File: src/rtl/contador_palabras.sv
// Word counters for output FIFOs 4..7 with a one-cycle registered read port.
// Each lane counts valid pops (pop & ~empty); reads are accepted only while IDLE.

module contador_palabras_lane #(
  parameter int CNT_W = 5
) (
  input  logic             clk,
  input  logic             reset,
  input  logic             init,
  input  logic             pop,
  input  logic             empty,
  input  logic             clr,
  output logic [CNT_W-1:0] cnt
);
  logic [CNT_W-1:0] cnt_q, cnt_d;
  logic             vpop;

  assign vpop = pop & ~empty;

  // init beats everything; a clear with a same-cycle pop leaves 1, not 0
  always_comb begin
    cnt_d = cnt_q;
    if (init)
      cnt_d = '0;
    else if (clr)
      cnt_d = vpop ? CNT_W'(1) : '0;
    else if (vpop)
      cnt_d = cnt_q + CNT_W'(1);
  end

  always_ff @(posedge clk or posedge reset)
    if (reset) cnt_q <= '0;
    else       cnt_q <= cnt_d;

  assign cnt = cnt_q;
endmodule

module contador_palabras #(
  parameter int CNT_W       = 5,
  parameter int CLR_ON_READ = 0
) (
  input  logic             clk,
  input  logic             reset,
  input  logic             init,
  input  logic             pop4,
  input  logic             pop5,
  input  logic             pop6,
  input  logic             pop7,
  input  logic             empty4,
  input  logic             empty5,
  input  logic             empty6,
  input  logic             empty7,
  input  logic             req,
  input  logic [1:0]       idx,
  input  logic             IDLE,
  output logic             valid_contador,
  output logic [CNT_W-1:0] contador_out
);
  typedef enum logic {WAIT = 1'b0, RESP = 1'b1} state_t;

  state_t                 state_q, state_d;
  logic [CNT_W-1:0]       out_q, out_d;
  logic [3:0]             pop_v, empty_v, clr;
  logic [3:0][CNT_W-1:0]  cnt;
  logic                   accept;

  assign pop_v   = {pop7, pop6, pop5, pop4};
  assign empty_v = {empty7, empty6, empty5, empty4};
  assign accept  = req & IDLE;

  always_comb begin
    clr = '0;
    if (CLR_ON_READ != 0 && accept) clr[idx] = 1'b1;
  end

  for (genvar g = 0; g < 4; g++) begin : g_lane
    contador_palabras_lane #(.CNT_W(CNT_W)) u_lane (
      .clk   (clk),
      .reset (reset),
      .init  (init),
      .pop   (pop_v[g]),
      .empty (empty_v[g]),
      .clr   (clr[g]),
      .cnt   (cnt[g])
    );
  end

  always_ff @(posedge clk or posedge reset)
    if (reset) begin
      state_q <= WAIT;
      out_q   <= '0;
    end else begin
      state_q <= state_d;
      out_q   <= out_d;
    end

  always_comb begin
    state_d = state_q;
    case (state_q)
      WAIT:    state_d = accept ? RESP : WAIT;
      RESP:    state_d = accept ? RESP : WAIT;
      default: state_d = WAIT;
    endcase
  end

  // Pre-edge count is returned; a read taken while init is high reports the cleared value
  always_comb begin
    valid_contador = (state_q == RESP);
    out_d          = (accept && !init) ? cnt[idx] : '0;
  end

  assign contador_out = out_q;
endmodule

File: config.mk
export PLATFORM = sky130hd
export DESIGN_NAME = contador_palabras
export DESIGN_NICKNAME = d
export VERILOG_FILES = /design/src/rtl/contador_palabras.sv
export SDC_FILE = /design/constraint.sdc
export NUM_CORES = 1
export LEC_CHECK = 0
export ABC_AREA = 1
export BUFFER_PORTS_ARGS = -buffer_cell sky130_fd_sc_hd__buf_2
export CAP_MARGIN = 10
export CORE_ASPECT_RATIO = 0.9
export CORE_MARGIN = 2
export CORE_UTILIZATION = 35
export CTS_BUF_LIST = sky130_fd_sc_hd__clkbuf_2 sky130_fd_sc_hd__clkbuf_4 sky130_fd_sc_hd__clkbuf_8
export CTS_CLUSTER_DIAMETER = 60
export DETAILED_ROUTE_END_ITERATION = 8
export GPL_ROUTABILITY_DRIVEN = 0
export PLACE_DENSITY = 0.63
export SYNTH_ARGS = -nofsm -noshare
export SYNTH_HDL_FRONTEND = slang
export SYNTH_SLANG_ARGS = --single-unit
File: constraint.sdc
create_clock -name clk -period 2.1 [get_ports clk]
set_clock_uncertainty 0.15 [all_clocks]
set_input_delay 0.105 -clock clk [delete_from_list [all_inputs] [get_ports clk]]
set_output_delay 0.105 -clock clk [all_outputs]
set_load 0.01 [all_outputs]
==> summary.md <==
| Metric | Value |
|---|---|
| Outcome | `finished, final reports clean` |
| Seq/Total Area, Yosys | `0.4952` |
| Largest net degree at the start of global routing | `27` |
| Worst-Margin Slew | `0.4971 ns` |
| I/O pin total | `21` |
| H-tree levels | `1` |
| Most common cell after layout, fill and taps aside | `nand2_1` |
| Total GRT Usage | `0.1393` |
| Crit start category | `register` |
| R2r startpoint | `g_lane[2].u_lane.cnt[0]` |
| Fin crit share | `0.8076` |
| Most frequent cells in the layout | `51 x nand2_1, 32 x nor2_1, 26 x dfrtp_1` |
| RSZ-0062 raised after global routing | `no` |
| Core ar. | `0.003652 mm2` |
| CTS tree | `built` |
| Net Count, Synth | `around 190` |
| Mapped Area | `0.001314 mm2` |
| Setup TNS | `0 ns` |
| YS warnings | `0` |
| CP Capture Type | `register` |
| Overflow after GRT | `0` |
| Die height | `62.12 um` |
| Total power | `0.9552 mW` |
| Antenna Nets Post-Route | `0` |
| Total Wirelength | `2628 um` |
| Share of the synthesized area in the top cell type | `0.4952` |
| HPWL Detailed | `between 1500 and 2000 um` |
| DR pass1 iterations | `4` |
| Iteration-0 DRC count of the detailed router | `32` |
| Final min period | `1.696 ns` |
| Clk_lat worst skew | `0.27 ns` |
| Final routed DRC violation total | `0` |
| WS Path Type | `reg2reg` |
| Post-CTS sizing | `0` |
| Share of cells above drive strength 1 | `0.1275` |
| WP data arrival | `1.76 ns` |
| Worst slew margin | `0.6682` |
| Final max-slew violation count | `0` |
| Filler Cells Inserted | `384` |
| Synth area leaders | `dfrtp_1 50%, nand2_1 15%, nor2_1 9.1%` |
| Area growth, synth to finish | `21.43%` |
| Peak supply drop | `281.9 uV` |
| Leakage | `between 0.8 and 0.9 nW` |
| First-pass GRT wire length | `4436 um` |
| Initial antenna violation count | `0` |
| Required @ worst endpoint | `between 2 and 2.5 ns` |
| R2r setup slk | `0.40 ns` |
| # diodes | `0` |
| Hold Crit Class | `in2reg` |
| Vias in the first global route | `1041` |
| Postcts setup bufs | `0` |
| Worst setup endpoint | `g_lane[2].u_lane.cnt[1]` |
| Clk buf depth | `2` |
| Met2 Use GR | `0.2019` |
| Final #Nets | `224` |
| Hold Vio Cnt, Final | `0` |
| Initial Util | `0.3597` |
| Die Wd | `around 69 um` |
| Crit. Startpoint | `g_lane[2].u_lane.cnt[0]` |
| WL per Instance | `about 11 um` |
| Critical Path Fanout Max | `4` |
| Hold buffer count at CTS | `8` |
| Rows | `21` |
| Max-Cap Viols | `0` |
| #FFs+latches synth | `26` |
| PortBufs | `20` |
| Worst-case reg-to-reg path depth | `4` |
| Clk slew on worst S/H paths | `0.09 ns` |
| FF-to-FF End | `g_lane[2].u_lane.cnt[1]` |
| F_max | `589.6 MHz` |
| M3 GR Usage | `0.04348` |
| HP Start | `empty4` |
| CTS sink cnt | `26` |
| GR Util met1 | `0.1958` |
| Dominant cell type by area after synthesis | `dfrtp_1` |
| Root buffer cell | `clkbuf_8` |
| TritonCTS buffer count | `3` |
| Via count | `1159` |
| Cells after Synth | `about 170` |
| PD cells | `598.7 mW/mm2` |
| Full die area | `~0.0043 mm2` |
| Final Setup Violations | `0` |
| Layer with the highest usage | `met2` |
| Syn_area_per_cell | `7.594 um2` |
| Vias per cell | `4.636` |
| Distinct cell type count after synthesis | `13` |
## worst max-delay path: stages, from the launching register on
cell and delay (ns):
dfrtp_1 0.42, ha_1 0.29, nand3_1 0.07, a21oi_1 0.15, dlygate4sd3_1 0.56
## flip-flops by register name (all words and copies together) (netlist names)
signal,flops
valid_contador,1
g_lane.u_lane.cnt,20
contador_out,5
## report_power, final
group	total (mW)	switching (mW)	internal (mW)	leakage, nW
clock network	0.324	0.156	0.168	0.0288
registers	0.523	0.00942	0.513	0.356
logic	0.109	0.0647	0.0442	0.415
## per-layer routing
metal  vias up  wire [um]  part of all wire
met3         5        128             0.049
met1       517       1343              0.51
met5         -          0                 0
met2        26       1122              0.43
li1        611          -                 -
met4         0         33             0.013
## final cells by class
cell class	count	area, um2	share of cell area
Tap cell	46	57.56	0.03608
Timing Repair Buffer	29	187.7	0.1176
Multi-Input combinational cell	126	573.1	0.3592
Inverter	19	71.32	0.04471
Sequential cell	26	650.6	0.4078
Clock buffer	4	55.05	0.03451
## per-stage QoR
stage | hold WS (ns) | utilization | std cells | instance area, um2 | worst slack [ns]
final | 0.001468 | 0.4368 | 250 | 1595 | 0.4040
after global routing | 0.02353 | 0.4368 | 250 | 1595 | 0.3357
after CTS | 0.003794 | 0.4368 | 250 | 1595 | 0.4271
after detailed placement | 0.03060 | 0.3998 | 238 | 1460 | 0.8407
after global placement | 0.03205 | 0.3998 | 238 | 1460 | 0.8631
after floorplan | -0.004983 | - | 173 | 1314 | 0.9816
## kinds of logic (layout without fill, tap and decap cells)
family | Yosys count | after routing | synth area share
AOI/OAI and AO/OA | 26 | 26 | 0.1105
adders and majority gates | 4 | 4 | 0.03810
buffers and inverters | 21 | 52 | 0.06857
DFF | 26 | 26 | 0.4952
and+or+nand+nor | 96 | 96 | 0.2876
## cell usage after synthesis (all sizes together)
cell type / n
nand2: 52
nor2: 32
dfrtp: 26
inv: 19
a21oi: 14
nand3: 12
o21ai: 6
ha: 4
a211oi: 3
o211ai: 3
buf: 2
## how the worst min path moves through the flow
stage	end	depth (start not counted)
2_1_floorplan	contador_out[0]	1
3_3_place_gp	g_lane[3].u_lane.cnt[0]	3
3_5_place_dp	g_lane[3].u_lane.cnt[3]	3
4_1_cts	g_lane[1].u_lane.cnt[0]	4
5_1_grt	contador_out[1]	3
6_report	g_lane[0].u_lane.cnt[0]	4
Power figures use the tool's default switching activity.
